[src/rtl/mem_port_arbiter.sv]
// Two-requester arbiter for the unified memory data port: IDLE -> ACCESS -> RESP.
// Define ARB_ROUND_ROBIN_EN for round-robin tie-breaking; default is fixed priority to requester 0.
module mem_port_arbiter #(
  parameter int ADDR_W = 16,
  parameter int DATA_W = 32
) (
  input  logic              clk,
  input  logic              rst_n,
  input  logic [1:0]        req_valid,
  output logic [1:0]        req_ready,
  input  logic [1:0]        req_we,
  input  logic [ADDR_W-1:0] req_addr0,
  input  logic [ADDR_W-1:0] req_addr1,
  input  logic [DATA_W-1:0] req_wdata0,
  input  logic [DATA_W-1:0] req_wdata1,
  output logic [1:0]        rsp_valid,
  output logic [DATA_W-1:0] rsp_rdata,
  output logic              mem_we,
  output logic [ADDR_W-1:0] mem_addr,
  output logic [DATA_W-1:0] mem_wdata,
  input  logic [DATA_W-1:0] mem_rdata,
  output logic              busy,
  output logic              grant_id
);

  typedef enum logic [1:0] {S_IDLE, S_ACCESS, S_RESP} state_t;

  state_t              state_q, state_d;
  logic                gid_q, gid_d;
  logic                we_q, we_d;
  logic                mem_we_q, mem_we_d;
  logic [ADDR_W-1:0]   addr_q, addr_d;
  logic [DATA_W-1:0]   wdata_q, wdata_d;
  logic                win;

`ifdef ARB_ROUND_ROBIN_EN
  // Resets to 1 so requester 0 wins the first tie.
  logic last_q, last_d;

  assign win = (req_valid == 2'b11) ? ~last_q : req_valid[1];

  always_comb begin
    last_d = last_q;
    if (state_q == S_IDLE && |req_valid) last_d = win;
  end

  always_ff @(posedge clk or negedge rst_n) begin
    if (!rst_n) last_q <= 1'b1;
    else        last_q <= last_d;
  end
`else
  assign win = ~req_valid[0];
`endif

  always_comb begin
    state_d   = state_q;
    gid_d     = gid_q;
    we_d      = we_q;
    addr_d    = addr_q;
    wdata_d   = wdata_q;
    mem_we_d  = 1'b0;
    req_ready = 2'b00;
    rsp_valid = 2'b00;
    rsp_rdata = '0;
    case (state_q)
      S_IDLE: begin
        if (|req_valid) begin
          req_ready = win ? 2'b10 : 2'b01;
          gid_d     = win;
          we_d      = req_we[win];
          mem_we_d  = req_we[win];
          addr_d    = win ? req_addr1  : req_addr0;
          wdata_d   = win ? req_wdata1 : req_wdata0;
          state_d   = S_ACCESS;
        end
      end
      S_ACCESS: state_d = S_RESP;
      S_RESP: begin
        // Read data returns one cycle after the address was presented in ACCESS.
        rsp_valid = gid_q ? 2'b10 : 2'b01;
        rsp_rdata = we_q ? '0 : mem_rdata;
        state_d   = S_IDLE;
      end
      default: state_d = S_IDLE;
    endcase
  end

  always_ff @(posedge clk or negedge rst_n) begin
    if (!rst_n) begin
      state_q  <= S_IDLE;
      gid_q    <= 1'b0;
      we_q     <= 1'b0;
      mem_we_q <= 1'b0;
      addr_q   <= '0;
      wdata_q  <= '0;
    end else begin
      state_q  <= state_d;
      gid_q    <= gid_d;
      we_q     <= we_d;
      mem_we_q <= mem_we_d;
      addr_q   <= addr_d;
      wdata_q  <= wdata_d;
    end
  end

  assign mem_we    = mem_we_q;
  assign mem_addr  = addr_q;
  assign mem_wdata = wdata_q;
  assign busy      = (state_q != S_IDLE);
  assign grant_id  = gid_q;

endmodule

[config.mk]
export PLATFORM = sky130hd
export DESIGN_NAME = mem_port_arbiter
export DESIGN_NICKNAME = d
export VERILOG_FILES = /design/src/rtl/mem_port_arbiter.sv
export SDC_FILE = /design/constraint.sdc
export NUM_CORES = 1
export LEC_CHECK = 0
export CORE_MARGIN = 3
export CORE_UTILIZATION = 33
export DETAILED_ROUTE_END_ITERATION = 8
export MAX_ROUTING_LAYER = met4
export PLACE_DENSITY = 0.87
export SYNTH_ARGS = -nofsm -noshare
export SYNTH_HDL_FRONTEND = slang
export SYNTH_SLANG_ARGS = --single-unit
[constraint.sdc]
create_clock -name clk -period 1.7 [get_ports clk]
set_clock_uncertainty 0.15 [all_clocks]
set_input_delay 0.17 -clock clk [delete_from_list [all_inputs] [get_ports clk]]
set_output_delay 0.17 -clock clk [all_outputs]
set_load 0.01 [all_outputs]
==> results of run 1 <==
[logic make-up after synthesis]
kind of cell	Yosys count	share of synthesized area, %
buffers and inverters	27	6.57
muxes	49	17.6
and+or+nand+nor	43	10.0
DFF	53	47.7
AOI/OAI and AO/OA	99	18.0
[layout by cell type, fill, tap and decap left out, types with 2 or more instances in the layout]
cell type and n:
sky130_fd_sc_hd__clkdlybuf4s50_1 181, sky130_fd_sc_hd__o21ai_1 63, sky130_fd_sc_hd__dfrtp_1 53, sky130_fd_sc_hd__mux2i_1 49
sky130_fd_sc_hd__o21ai_0 31, sky130_fd_sc_hd__buf_6 28, sky130_fd_sc_hd__and2_4 21, sky130_fd_sc_hd__buf_2 16
sky130_fd_sc_hd__and2_1 12, sky130_fd_sc_hd__buf_4 12, sky130_fd_sc_hd__buf_12 8, sky130_fd_sc_hd__clkbuf_8 5
sky130_fd_sc_hd__nor2_4 3, sky130_fd_sc_hd__nor2_1 3, sky130_fd_sc_hd__inv_1 2, sky130_fd_sc_hd__o21ai_2 2
sky130_fd_sc_hd__clkinv_2 2
[registers in the layout, indices dropped and copies added, names as in the netlist]
register,cells
grant_id,1
we_q,1
state_q,2
mem_we,1
mem_wdata,32
mem_addr,16
[timing repair]
action	4_1_cts	5_1_grt
pin swaps	4	9
setup buffers	10	1
hold buffers	1	0
setup endpoints to repair	37	54
resized for setup	167	73
gates cloned	2	0
hold endpoints to repair	53	0
[power by group]
group	switching [mW]	leakage (nW)	total, mW	internal (mW)
sequential	0.312	0.652	2.19	1.88
clock	0.412	0.0450	0.700	0.287
combinational	1.97	1.69	4.50	2.52
[final cells by class]
cell class,count,area share [%]
clock buffers,6,1.35
clock inverters,2,0.186
inverters,3,0.209
multi-input cells,191,25.1
flip-flops and latches,53,24.6
well taps,102,2.37
repair buffers,248,46.1
[final timing paths]
check                                               from                        end  slack [ns]  depth (start not counted)
worst max register to register    state_q[0]$_DFFE_PN0P_           we_q$_DFFE_PN0P_        0.05                          8
max in group asynchronous                          rst_n     state_q[1]$_DFFE_PN0P_        0.85                          3
worst max-delay path              state_q[0]$_DFFE_PN0P_               rsp_rdata[8]       -0.12                          7
worst min-delay path                        req_valid[0]  mem_wdata[24]$_DFFE_PN0P_        0.18                          3
worst min register to register  mem_addr[12]$_DFFE_PN0P_   mem_addr[12]$_DFFE_PN0P_        0.35                          2
min in group asynchronous                          rst_n   mem_wdata[4]$_DFFE_PN0P_        0.25                          3
[worst max-delay path, cell delays in order (launching register included)]
cell                       delay [ns]
sky130_fd_sc_hd__dfrtp_1         0.39
sky130_fd_sc_hd__nand2b_4        0.15
sky130_fd_sc_hd__nor2_4          0.10
sky130_fd_sc_hd__buf_6           0.13
sky130_fd_sc_hd__buf_12          0.11
sky130_fd_sc_hd__buf_6           0.09
sky130_fd_sc_hd__and2_4          0.13
sky130_fd_sc_hd__buf_6           0.09
[per-layer routing]
layer,up-vias,GRT usage (%),part of all wire (%)
met5,-,-,0
li1,1410,-,-
met2,151,42.3,57
met3,16,5.79,7.4
met1,1434,21.8,34
met4,0,6.18,2.1
[per-stage QoR]
step	setup WS [ns]	hold slack, ns	std cells	util [%]	setup TNS (ns)
CTS	-0.169	0.179	606	66.6	-3.74
detailed placement	-0.137	0.0544	585	64.6	-3.69
global placement	-0.0869	0.0411	585	64.6	-2.58
global route	-0.172	0.204	605	67.5	-3.57
finish	-0.120	0.182	605	67.5	-1.57
floorplan	0.329	-0.276	271	-	0
==> impl_summary.log, run 1 <==
[metrics] cell at the root of the clock tree: sky130_fd_sc_hd__clkbuf_8
[metrics] Syn Inst Count: 271
[metrics] most used standard cell by instance count after synthesis: sky130_fd_sc_hd__o21ai_0
[metrics] clk buf depth: 2
[metrics] clock-pin slew on the worst setup and hold paths: about 0.09 ns
[metrics] largest area contributor in the netlist: sky130_fd_sc_hd__dfrtp_1
[metrics] result of the run: complete, but fails checks
[metrics] cell area after technology mapping: 2780 sq um
[metrics] predominant post-synthesis flop cell: sky130_fd_sc_hd__dfrtp_1
[metrics] Multi-input gate area: between 1000 and 1500 sq um
[metrics] Cell Pwr Density: 1370 nW/um^2
[metrics] count of cell types in the netlist: 22
[metrics] final critical-path setup slack: -0.120 ns
[metrics] nets: 636
[metrics] GRT Total Usage: roughly 22%
[metrics] Slew HR: 75.1%
[metrics] total of endpoints with negative setup slack in the final report: 30
[metrics] routed wire length per instance: 17.7 microns
[metrics] share of the synthesized area in the top cell type: a little under half
[metrics] number of nets produced by synthesis: 405
[metrics] drt via density: about 5.0
[metrics] DRT Wirelength: 10700 microns
[metrics] DP HPWL: 8260 microns
[metrics] antenna violations before repair: 0
[metrics] wire length of the first global-routing pass: 16400 microns
[metrics] source-to-sink clock delay at the later pin of the worst-skew pair: 0.30 ns
[metrics] die outline width: 97.8 microns
[metrics] CP arrival: 1.50 ns
[metrics] endpoint class of the critical path: output port
[metrics] row cnt: 32
[metrics] weighted congestion at the end of routability-driven global placement: 0.880
[metrics] Worst VDD drop: around 560 uV
[metrics] static leakage: 2.38 nW
[metrics] number of synthesized flops with an enable pin: 0
[metrics] critical path fanouts, max: 7
[metrics] first-iteration detailed-routing DRC count: 100
[metrics] pin count of the biggest net entering global routing: 32
[metrics] data required time of the worst path: 1.38 ns
[metrics] maximum capacitance violations: 0
[metrics] register bit total from synthesis: 53
[metrics] number of hold-slack violations in the final timing report: 0
[metrics] layout cell share with drive strength beyond 1: about a fifth
[metrics] Placeable Area: 7970 sq um
[metrics] area of all sequential standard cells: 1330 sq um
[metrics] htree depth: 2
[metrics] CTS Buf Count: 5
[metrics] violations in the final reports: setup timing
[metrics] count of unresolved DRC violations after routing: 0
[metrics] clock tree from TritonCTS: done
[metrics] area of the die: 9560 sq um
[metrics] mean area per synthesized cell: 10.3 sq um
[metrics] Power Total: 7.39 mW
[metrics] proportion of register bits with asynchronous set or reset after synthesis: 100%
[metrics] count of clock tree sinks: 53
[metrics] Worst setup SP type: register
[metrics] number of top-level pins: approximately 220
[metrics] Period minus WS final: 1.82 ns
[metrics] vias after detailed routing: around 3000
[metrics] ratio of final minimum period to clock period: 107%
[metrics] type of the most critical hold path: in2reg
[metrics] area of placed instances: between 5000 and 6000 sq um
[metrics] drt pass-1 iters: 4
[metrics] Remaining Overflow, GRT: 0
[metrics] highest clock rate: 549 MHz
[metrics] actual slew at the worst max-slew pin: 0.374 ns
[metrics] setup repair after global routing missed its margin: yes
[metrics] max-slew violation total from the final report: 0
[metrics] share of synthesized area occupied by flip-flops and latches: 47.7%
[metrics] Ys Warns: 0
[metrics] start-to-end type of the worst setup path: reg2out
[metrics] number of routed nets with antenna violations: 0
[metrics] Filler Cell Count: 627
[metrics] cell types with the largest area share after synthesis: sky130_fd_sc_hd__dfrtp_1 48%, sky130_fd_sc_hd__mux2i_1 18%, sky130_fd_sc_hd__o21ai_0 13%, sky130_fd_sc_hd__and2_1 7.4%, sky130_fd_sc_hd__o21ai_1 4.7%
[metrics] die span in y: 97.8 microns
[metrics] n_diodes: 0
[metrics] area of all placed cells without fillers: ~5400 sq um
[metrics] Layout Area Growth over Synthesis: 93.6%
[metrics] starting utilization of the core area: 34.9%
[metrics] Commonest cells post-synth: 70 x sky130_fd_sc_hd__o21ai_0, 53 x sky130_fd_sc_hd__dfrtp_1, 49 x sky130_fd_sc_hd__mux2i_1
[metrics] via count of the first global-routing pass: between 3000 and 4000
[metrics] I/O Buffers: 220
No activity file was read; power rests on OpenSTA's default activity.
==> inputs of run 2 (changes only) <==
--- a/config.mk
+++ b/config.mk
@@ -8,6 +8,7 @@
 export CORE_MARGIN = 3
 export CORE_UTILIZATION = 33
 export DETAILED_ROUTE_END_ITERATION = 8
+export HOLD_SLACK_MARGIN = 0.03
 export MAX_ROUTING_LAYER = met4
 export PLACE_DENSITY = 0.87
 export SYNTH_ARGS = -nofsm -noshare
==> results of run 2 <==
No change in the layout: final DEF, timing and power equal those of run 1.
